## config.mk

```make
export PLATFORM = sky130hd
export DESIGN_NAME = perf_display_unit_flat
export DESIGN_NICKNAME = d
export VERILOG_FILES = /design/src/rtl/perf_display_unit_pkg.sv /design/src/rtl/perf_display_unit_if.sv /design/src/rtl/perf_display_unit_counter.sv /design/src/rtl/perf_display_unit.sv /design/src/flat_wrapper.sv
export SDC_FILE = /design/constraint.sdc
export NUM_CORES = 1
export LEC_CHECK = 0
export CORE_MARGIN = 4
export CORE_UTILIZATION = 55
export CTS_BUF_LIST = sky130_fd_sc_hd__clkbuf_8 sky130_fd_sc_hd__clkbuf_16
export CTS_CLUSTER_SIZE = 16
export DETAILED_ROUTE_END_ITERATION = 8
export MAX_ROUTING_LAYER = met4
export PLACE_DENSITY = 0.86
export SYNTH_ARGS = -nofsm -noshare
export SYNTH_HDL_FRONTEND = slang
export SYNTH_SLANG_ARGS = --single-unit
```

## constraint.sdc

```tcl
create_clock -name clk -period 11.2 [get_ports clk]
set_clock_uncertainty 0.15 [all_clocks]
set_input_delay 2.24 -clock clk [delete_from_list [all_inputs] [get_ports clk]]
set_output_delay 2.24 -clock clk [all_outputs]
set_load 0.1 [all_outputs]
```

## src/rtl/perf_display_unit_pkg.sv

```systemverilog
// Shared channel map constants and size helpers for the perf display unit.
package perf_display_pkg;

    localparam int CH_SYSCALL  = 0;
    localparam int CH_PC       = 1;
    localparam int CH_CNT_BASE = 2;

    // SyscallOut, PC, the counters, then Mdata as the last channel.
    function automatic int num_ch(input int num_cnt);
        return num_cnt + 3;
    endfunction

    function automatic int sel_w(input int nch);
        return $clog2(nch);
    endfunction

endpackage

```

## src/rtl/perf_display_unit_if.sv

```systemverilog
// Board-side bus of the display unit: event strobes, display sources, selectors and outputs.
interface perf_display_if
    import perf_display_pkg::*;
#(
    parameter int NUM_CNT = 4,
    parameter int DATA_W  = 32,
    parameter int ADDR_W  = 12
);
    localparam int SEL_W = sel_w(num_ch(NUM_CNT));

    logic               halt;
    logic [NUM_CNT-1:0] ev;
    logic               clr_cnt;
    logic [DATA_W-1:0]  SyscallOut;
    logic [DATA_W-1:0]  PC;
    logic [DATA_W-1:0]  Mdata;
    logic [SEL_W-1:0]   sel;
    logic               auto_mode;
    logic               freeze;
    logic [ADDR_W-1:0]  in_addr;
    logic [ADDR_W-1:0]  RAM_addr;
    logic [DATA_W-1:0]  chose_out;
    logic [SEL_W-1:0]   disp_idx;
    logic [NUM_CNT-1:0] cnt_ovf;

    modport master (
        output halt, ev, clr_cnt, SyscallOut, PC, Mdata, sel, auto_mode, freeze, in_addr,
        input  RAM_addr, chose_out, disp_idx, cnt_ovf
    );

    modport slave (
        input  halt, ev, clr_cnt, SyscallOut, PC, Mdata, sel, auto_mode, freeze, in_addr,
        output RAM_addr, chose_out, disp_idx, cnt_ovf
    );

endinterface

```

## src/rtl/perf_display_unit_counter.sv

```systemverilog
// Saturating event counter with a sticky overflow flag; clear wins over increment.
module perf_counter #(
    parameter int CNT_W = 16
) (
    input  logic             clk,
    input  logic             reset,
    input  logic             clr,
    input  logic             inc,
    output logic [CNT_W-1:0] value,
    output logic             ovf
);

    logic [CNT_W-1:0] value_q, value_d;
    logic             ovf_q, ovf_d;

    always_comb begin
        value_d = value_q;
        ovf_d   = ovf_q;
        if (clr) begin
            value_d = '0;
            ovf_d   = 1'b0;
        end else if (inc) begin
            if (&value_q) ovf_d   = 1'b1;
            else          value_d = value_q + 1'b1;
        end
    end

    always_ff @(posedge clk) begin
        if (reset) begin
            value_q <= '0;
            ovf_q   <= 1'b0;
        end else begin
            value_q <= value_d;
            ovf_q   <= ovf_d;
        end
    end

    assign value = value_q;
    assign ovf   = ovf_q;

endmodule

```

## src/rtl/perf_display_unit.sv

```systemverilog
// Debug display unit: event counters plus a registered channel mux with manual,
// auto-scroll and freeze modes feeding the seven-segment driver.
module perf_display_unit
    import perf_display_pkg::*;
#(
    parameter int NUM_CNT    = 4,
    parameter int CNT_W      = 16,
    parameter int DATA_W     = 32,
    parameter int ADDR_W     = 12,
    parameter int SCROLL_DIV = 50_000_000
) (
    input logic          clk,
    input logic          reset,
    perf_display_if.slave bus
);

    localparam int NUM_CH = num_ch(NUM_CNT);
    localparam int SEL_W  = sel_w(NUM_CH);
    localparam int TMR_W  = $clog2(SCROLL_DIV);

    logic [NUM_CH-1:0][DATA_W-1:0]  ch;
    logic [NUM_CNT-1:0][CNT_W-1:0]  cnt_val;
    logic [NUM_CNT-1:0]             cnt_ovf;

    logic [TMR_W-1:0]  tmr_q, tmr_d;
    logic [SEL_W-1:0]  idx_q, idx_d;
    logic [DATA_W-1:0] out_q, out_d;
    logic              auto_q, auto_d;
    logic [TMR_W-1:0]  tmr_eff;

    assign ch[CH_SYSCALL] = bus.SyscallOut;
    assign ch[CH_PC]      = bus.PC;
    assign ch[NUM_CH-1]   = bus.Mdata;

    for (genvar i = 0; i < NUM_CNT; i++) begin : g_cnt
        perf_counter #(.CNT_W(CNT_W)) u_cnt (
            .clk   (clk),
            .reset (reset),
            .clr   (bus.clr_cnt),
            .inc   (bus.ev[i] & ~bus.halt),
            .value (cnt_val[i]),
            .ovf   (cnt_ovf[i])
        );
        assign ch[CH_CNT_BASE+i] = DATA_W'(cnt_val[i]);
    end

    always_comb begin
        tmr_d   = tmr_q;
        idx_d   = idx_q;
        out_d   = out_q;
        auto_d  = auto_q;
        // A fresh entry into auto mode restarts the step from zero, even if
        // the timer was left non-zero by a freeze spanning a mode change.
        tmr_eff = (bus.auto_mode && !auto_q) ? '0 : tmr_q;
        if (!bus.freeze) begin
            auto_d = bus.auto_mode;
            if (!bus.auto_mode) begin
                tmr_d = '0;
                idx_d = (32'(bus.sel) < NUM_CH) ? bus.sel : '0;
            end else if (tmr_eff == TMR_W'(SCROLL_DIV - 1)) begin
                tmr_d = '0;
                idx_d = (idx_q == SEL_W'(NUM_CH - 1)) ? '0 : idx_q + 1'b1;
            end else begin
                tmr_d = tmr_eff + 1'b1;
            end
            out_d = ch[idx_d];
        end
    end

    always_ff @(posedge clk) begin
        if (reset) begin
            tmr_q  <= '0;
            idx_q  <= '0;
            out_q  <= '0;
            auto_q <= 1'b0;
        end else begin
            tmr_q  <= tmr_d;
            idx_q  <= idx_d;
            out_q  <= out_d;
            auto_q <= auto_d;
        end
    end

    assign bus.RAM_addr  = ADDR_W'(bus.in_addr);
    assign bus.chose_out = out_q;
    assign bus.disp_idx  = idx_q;
    assign bus.cnt_ovf   = cnt_ovf;

endmodule

```

## src/flat_wrapper.sv

```systemverilog
// flat-port wrapper written by rule: the top's interface ports become plain ports
module perf_display_unit_flat import perf_display_pkg::*;
#(
    parameter int NUM_CNT    = 4,
    parameter int CNT_W      = 16,
    parameter int DATA_W     = 32,
    parameter int ADDR_W     = 12,
    parameter int SCROLL_DIV = 50_000_000
)
  (clk, reset, bus_halt, bus_ev, bus_clr_cnt, bus_SyscallOut, bus_PC, bus_Mdata, bus_sel, bus_auto_mode, bus_freeze, bus_in_addr, bus_RAM_addr, bus_chose_out, bus_disp_idx, bus_cnt_ovf);
  perf_display_if #(.NUM_CNT(NUM_CNT), .DATA_W(DATA_W), .ADDR_W(ADDR_W)) bus_i ();
  input logic clk;
  input logic reset;
  input wire logic [$bits(bus_i.halt)-1:0] bus_halt;
  input wire logic [$bits(bus_i.ev)-1:0] bus_ev;
  input wire logic [$bits(bus_i.clr_cnt)-1:0] bus_clr_cnt;
  input wire logic [$bits(bus_i.SyscallOut)-1:0] bus_SyscallOut;
  input wire logic [$bits(bus_i.PC)-1:0] bus_PC;
  input wire logic [$bits(bus_i.Mdata)-1:0] bus_Mdata;
  input wire logic [$bits(bus_i.sel)-1:0] bus_sel;
  input wire logic [$bits(bus_i.auto_mode)-1:0] bus_auto_mode;
  input wire logic [$bits(bus_i.freeze)-1:0] bus_freeze;
  input wire logic [$bits(bus_i.in_addr)-1:0] bus_in_addr;
  output wire logic [$bits(bus_i.RAM_addr)-1:0] bus_RAM_addr;
  output wire logic [$bits(bus_i.chose_out)-1:0] bus_chose_out;
  output wire logic [$bits(bus_i.disp_idx)-1:0] bus_disp_idx;
  output wire logic [$bits(bus_i.cnt_ovf)-1:0] bus_cnt_ovf;
  assign bus_i.halt = bus_halt;
  assign bus_i.ev = bus_ev;
  assign bus_i.clr_cnt = bus_clr_cnt;
  assign bus_i.SyscallOut = bus_SyscallOut;
  assign bus_i.PC = bus_PC;
  assign bus_i.Mdata = bus_Mdata;
  assign bus_i.sel = bus_sel;
  assign bus_i.auto_mode = bus_auto_mode;
  assign bus_i.freeze = bus_freeze;
  assign bus_i.in_addr = bus_in_addr;
  assign bus_RAM_addr = bus_i.RAM_addr;
  assign bus_chose_out = bus_i.chose_out;
  assign bus_disp_idx = bus_i.disp_idx;
  assign bus_cnt_ovf = bus_i.cnt_ovf;
  perf_display_unit #(.NUM_CNT(NUM_CNT), .CNT_W(CNT_W), .DATA_W(DATA_W), .ADDR_W(ADDR_W), .SCROLL_DIV(SCROLL_DIV)) u_core (.clk(clk), .reset(reset), .bus(bus_i));
endmodule
```

# Yosys cells after proc, flatten, opt, wreduce, memory -nomap -nowiden
# Index checks and enable logic that the tools add are counted.
[op_classes]
n_addsub = 6
reduce_logical = 15
n_mux = 10
magnitude_cmp = 2
bitwise_logic = 9
n_eq_ne = 2
[ops]
columns = ["cell", "count"]
rows = [
  ["$bmux 32 s3", 1],
  ["$mux 26", 3],
  ["$reduce_and 17->1", 4],
  ["$add 16x1->16 const B", 4],
  ["$reduce_and 16->1", 4],
  ["$mux 32", 1],
  ["$add 26x1->26 const B", 1],
  ["$eq 26x26->1 const B", 1],
  ["$mux 3", 5],
  ["$reduce_and 2->1", 4],
  ["$not 1->1", 5],
  ["$and 1x1->1", 4],
  ["$lt 3x4->1 const B", 1],
  ["$add 3x1->3 const B", 1],
  ["$eq 3x3->1 const B", 1],
  ["$lt 3x3->1 const B", 1],
  ["$reduce_or 2->1", 1],
  ["$logic_and 1x1->1", 1],
  ["$logic_not 1->1", 1],
]
[word_totals]
regBits = 130
in_bits = 121

# Logic depth before layout (Yosys ltp)
[depth]
word_depth = 9
depth_mapped = 16
mapped_depth_nobuf = 10

# Cells and area by module
# Synthesis repeated with hierarchy kept, for this count alone.
[hier_totals]
hier_cells = 979
hier_area_um2 = 8106.5
[by_module_without_submodules]
columns = ["mod", "n_inst", "seq_area_each_um2", "area_per_inst_um2", "cells_each"]
rows = [
  ["perf_display_unit", 1, 1241.2, 4443.0, 543],
  ["perf_counter", 4, 340.3, 915.9, 109],
]

# Worst setup path after synthesis
# No wires, ideal clock.
[synth_timing]
path_kind = "input port to flip-flop"
from = "input port bus_auto_mode"
to = "register u_core.out_q[16], in the netlist u_core.bus.chose_out[16]"
n_path_buf = 4
setup_time_ns = 0.132
arrival_ns = 5.450
path_slack_ns = 5.468
cell_stages = 14
cell_sequence = "clkbuf_1 -> nand2b_1 -> clkbuf_1 -> clkbuf_1 -> and2_1 -> ha_1 -> nand2_1 -> or3_1 -> o311ai_0 -> nor3b_2 -> clkbuf_1 -> mux2_2 -> a221oi_2 -> nor3_1"
[synth_via]
elab_chain_cells = 8
[synth_lines]
columns = ["item", "line_no", "text"]
rows = [
  ["start: declaration", "flat_wrapper.sv:21", "input wire logic [$bits(bus_i.auto_mode)-1:0] bus_auto_mode;"],
  ["$logic_and 1x1->1", "perf_display_unit.sv:54", "tmr_eff = (bus.auto_mode && !auto_q) ? '0 : tmr_q;"],
  ["$mux 26", "perf_display_unit.sv:54", ""],
  ["$eq 26x26->1", "perf_display_unit.sv:60", "end else if (tmr_eff == TMR_W'(SCROLL_DIV - 1)) begin"],
  ["$mux 3", "perf_display_unit.sv:60", ""],
  ["$mux 3 (*)", "perf_display_unit.sv:57", "if (!bus.auto_mode) begin"],
  ["$mux 3 (*)", "perf_display_unit.sv:55", "if (!bus.freeze) begin"],
  ["$bmux 32 s3 (*)", "perf_display_unit.sv:66", "out_d = ch[idx_d];"],
  ["$mux 32 (not written as such) (*)", "perf_display_unit.sv:66", ""],
  ["end signal: assignment", "perf_display_unit.sv:79", "out_q <= out_d;"],
  ["end: declaration", "perf_display_unit.sv:27", "logic [DATA_W-1:0] out_q, out_d;"],
]
# Mark *: on every way between the ends. The rest lies on a longest branch, timed or not. The select of a mux whose other input is x is not followed.
# A chain may end at the register's enable or synchronous reset.

# Worst setup path in the final report
[layout_timing]
from = "input port bus_auto_mode"
to = "register u_core.out_q[25], in the netlist u_core.bus.chose_out[25]"
# Same word-level chain as after synthesis.

==> out/qor.txt <==
=====================================================================================
Pre-Repair DR Iteration Count                                                       5
Number of standard cells after synthesis                                          872
Ratio of final minimum period to clock period                                   0.645
Worst Hold Depth                                                                    1
Compound-Gate Fraction of Synth Area                                            0.159
Worst min path class                                                       reg -> reg
Proportion of synthesized flip-flops having asynchronous set or reset               0
Primary flip-flop cell chosen by synthesis mapping                       sky130_fd_sc_hd__dfxtp_1
Fraction of final layout cells with drive strength greater than 1              0.0867
Final hold violation count                                                          0
End of the worst hold path                                               u_core.g_cnt[0].u_cnt.ovf
Pleak                                                                         3.43 nW
Die footprint                                                              15,200 µm²
Worst path bufs/invs                                                                2
Syn_area_per_cell                                                            8.41 µm²
Remaining design rule violation count                                               0
Via-per-instance ratio                                                           6.11
Routability congestion estimate from global placement                           0.951
Clock tree from TritonCTS                                                         yes
Overall track demand over capacity in global routing                            0.290
Number of flops mapped to enable cells by yosys                                     0
Max-cap check violation count                                                       0
Relative slew margins                                                           0.211
Number of post-CTS setup repair buffers                                             0
Ant diodes                                                                          0
Number of fillers in the final layout                                             967
Global-route wire length before repair                                      33,900 µm
Total overflow reported by the global router                                        0
Placeable core region                                                      12,800 µm²
Post-CTS resize count                                                               0
Main combinational cell family by area after synthesis                   simple AND/OR/NAND/NOR gates
Total number of cells along the worst setup path                                   12
Count of standard-cell rows                                                        41
Synth Area in Simple Gates                                                      0.263
Final layout net count                                                          1,106
Largest net degree at the start of global routing                                  66
Number of clock buffers inserted by TritonCTS                                      17
Min Clock Period, post-route                                                  7230 ps
Number of unique standard cell types used by synthesis                             59
Most frequent cells in the layout                                        sky130_fd_sc_hd__clkdlybuf4s50_1 (146), sky130_fd_sc_hd__dfxtp_1 (130), sky130_fd_sc_hd__nor2_1 (117)
Clock-pin slew of the registers on the worst-case setup and hold paths          60 ps
Vias in the first global route                                                  6,742
Slowest-stage cell, CP                                                   sky130_fd_sc_hd__nor3b_4
Setup TNS after final layout                                                     0 ps
Number of cells traversed by the worst register-to-register path                   11
End of the worst register-to-register path                               u_core.bus.chose_out[25]
Clk Tree Root Cell                                                       sky130_fd_sc_hd__clkbuf_16
Total Wirelength                                                            21,600 µm
Family of cells with the greatest summed delay on the critical path      simple AND/OR/NAND/NOR gates
Max Fclk                                                                      138 MHz
Maximum level of the CTS H-tree                                                     4
Initial antenna violation count                                                     0
Hold Buf Count CTS                                                                  0
Drt wl/cell                                                                   18.5 µm
Final count of pins violating max slew                                              0
Portion of netlist area occupied by mux cells                                   0.100
Sum of net half-perimeters after detailed placement                         15,100 µm
Buffers added on ports                                                            147
Width of the die                                                               123 µm
Total number of clock tree sinks                                                  130
Sequence of cells on the critical path                                   clkdlybuf4s50_1 -> nand2b_1 -> and2_1 -> ha_1 -> nand2_1 -> or3_1 -> o311ai_0 -> nor3b_4 -> buf_4 -> and3_1 -> a221oi_1 -> nor3_1
Final design utilization                                                        0.730
Clock Path Buffers                                                                  2
Largest fanout of any net on the critical path                                     35
Post-Syn Area                                                                7330 µm²
Path type of the worst setup path                                           in -> reg
Crit. End Element                                                                flop
Most common cell after layout, fill and taps aside                       sky130_fd_sc_hd__clkdlybuf4s50_1
Syn_nets                                                                          998
Outcome                                                                     completed
Critical Path AT                                                              7410 ps
Seq/Total Area, Yosys                                                           0.355
Stage delay of the slowest cell on the critical path                           830 ps
Kind of launch point of the worst setup path                                input pin
Yosys synthesis warning count                                                       0
I/O Pins                                                                          172
Die span in y                                                                  123 µm
R2R Path Start                                                           u_core.auto_q
Growth of design area from synthesis to finish                                  27.6%
Worst slack on hold paths                                                      323 ps
Post-Synth Adder-Cell Area                                                    0.00853
RSZ-0062 raised after global routing                                               no
Pwr per Cell Area                                                          140 nW/µm²
Post-DRT Antenna Nets                                                               0
Insertion delay to the later sink of the worst-skew pair                       410 ps
Detailed-route via count                                                        7,108
Slew of the pin with the lowest slew margin                                   1180 ps
Initial DRC Count                                                                 689
Endpoint required time on the critical path                                 11,380 ps
Setup-violating endpoint count in the final report                                  0
Total of flip-flops plus latches after synthesis                                  130
Initial Util                                                                    0.572
XOR/XNOR share of the synthesized area                                         0.0645
Worst hold path startpoint                                               u_core.g_cnt[0].u_cnt.ovf
Register-to-register setup slack                                              6110 ps
Worst ir drop on vdd                                                       0.000101 V
=====================================================================================
==> flip-flops by register name, summed over array words and instances, names as in the netlist <==
| register | cells |
|---|---|
| u_core.g_cnt.u_cnt.ovf | 4 |
| u_core.g_cnt.u_cnt.value | 64 |
| u_core.auto_q | 1 |
| u_core.bus.chose_out | 32 |
| u_core.bus.disp_idx | 3 |
| u_core.tmr_q | 26 |
==> cell usage after synthesis (all sizes together) (2+ instances only) <==
library cell  number  area (µm²)
o21ai             20         100
nor4               6        52.6
nand4             28         175
a221oi            27         299
a21o               4        30.0
nand3b             3        22.5
clkbuf            36         135
or2                2        12.5
a21oi             29         145
nor2b              6        37.5
a2bb2oi            6        52.6
nand3             43         215
o21a               2        15.0
and3              21         131
or3                9        56.3
a211oi             6        50.1
xnor2             15         131
nor2             118         443
nand4b             3        26.3
and2              14        87.6
o211ai             5        37.5
dfxtp            130        2600
inv                7        26.3
a31oi             17         106
a22oi              2        15.0
xor2              39         342
buf               30         208
and4              10        87.6
nand2b             4        25.0
or4                2        18.8
a311oi            14         123
ha                 5        62.6
nor3              32         171
o211a             12         120
mux2i             43         430
mux2              27         304
nand2             81         304
==> report_power, final <==
| group | switching [mW] | leakage (nW) | internal [mW] |
|---|---|---|---|
| combinational | 0.155 | 2.07 | 0.0895 |
| clock | 0.200 | 0.303 | 0.380 |
| sequential | 0.00959 | 1.06 | 0.475 |
==> per-stage QoR <==
step | instances | power (mW) | area, µm² | setup slack (ps)
CTS | 1164 | 1.32 | 9360 | 3990
floorplan | 872 | 0.674 | 7330 | 5470
finish | 1164 | 1.31 | 9360 | 3970
detailed placement | 1133 | 0.737 | 8740 | 3580
global route | 1164 | 1.35 | 9360 | 3630
global placement | 1133 | 0.735 | 8740 | 3740
==> how the worst max path moves through the flow <==
| stage | startpoint | endpoint |
|---|---|---|
| after global routing | bus_auto_mode | u_core.bus.chose_out[22] |
| after floorplan | bus_auto_mode | u_core.bus.chose_out[16] |
| after CTS | bus_auto_mode | u_core.bus.chose_out[25] |
| after detailed placement | bus_auto_mode | u_core.bus.chose_out[25] |
| final | bus_auto_mode | u_core.bus.chose_out[25] |
| after global placement | bus_auto_mode | u_core.bus.chose_out[23] |
==> routing by layer <==
layer,wire length (µm),up-vias,global-route usage
li1,-,3391,-
met1,9040,3335,0.365
met2,9960,337,0.456
met3,1980,45,0.0636
met4,575,0,0.109
met5,0,-,-
==> layout make-up <==
class                   count  area [µm²]  area share
clock inverters            12         165      0.0176
well taps                 172         215      0.0230
multi-input cells         669        4370       0.467
inverters                   7        26.3     0.00281
repair buffers            155        1530       0.163
flip-flops and latches    130        2600       0.278
clock buffers              19         453      0.0484
==> logic make-up (layout without fill, tap and decap cells) <==
kind of cell    after synthesis  after routing
xor+xnor                     54             54
flops                       130            130
mux                          70             70
buf+inv                      73            193
compound gates              152            152
simple gates                388            388
fa+ha+maj                     5              5
(Power assumes the default switching activity.)
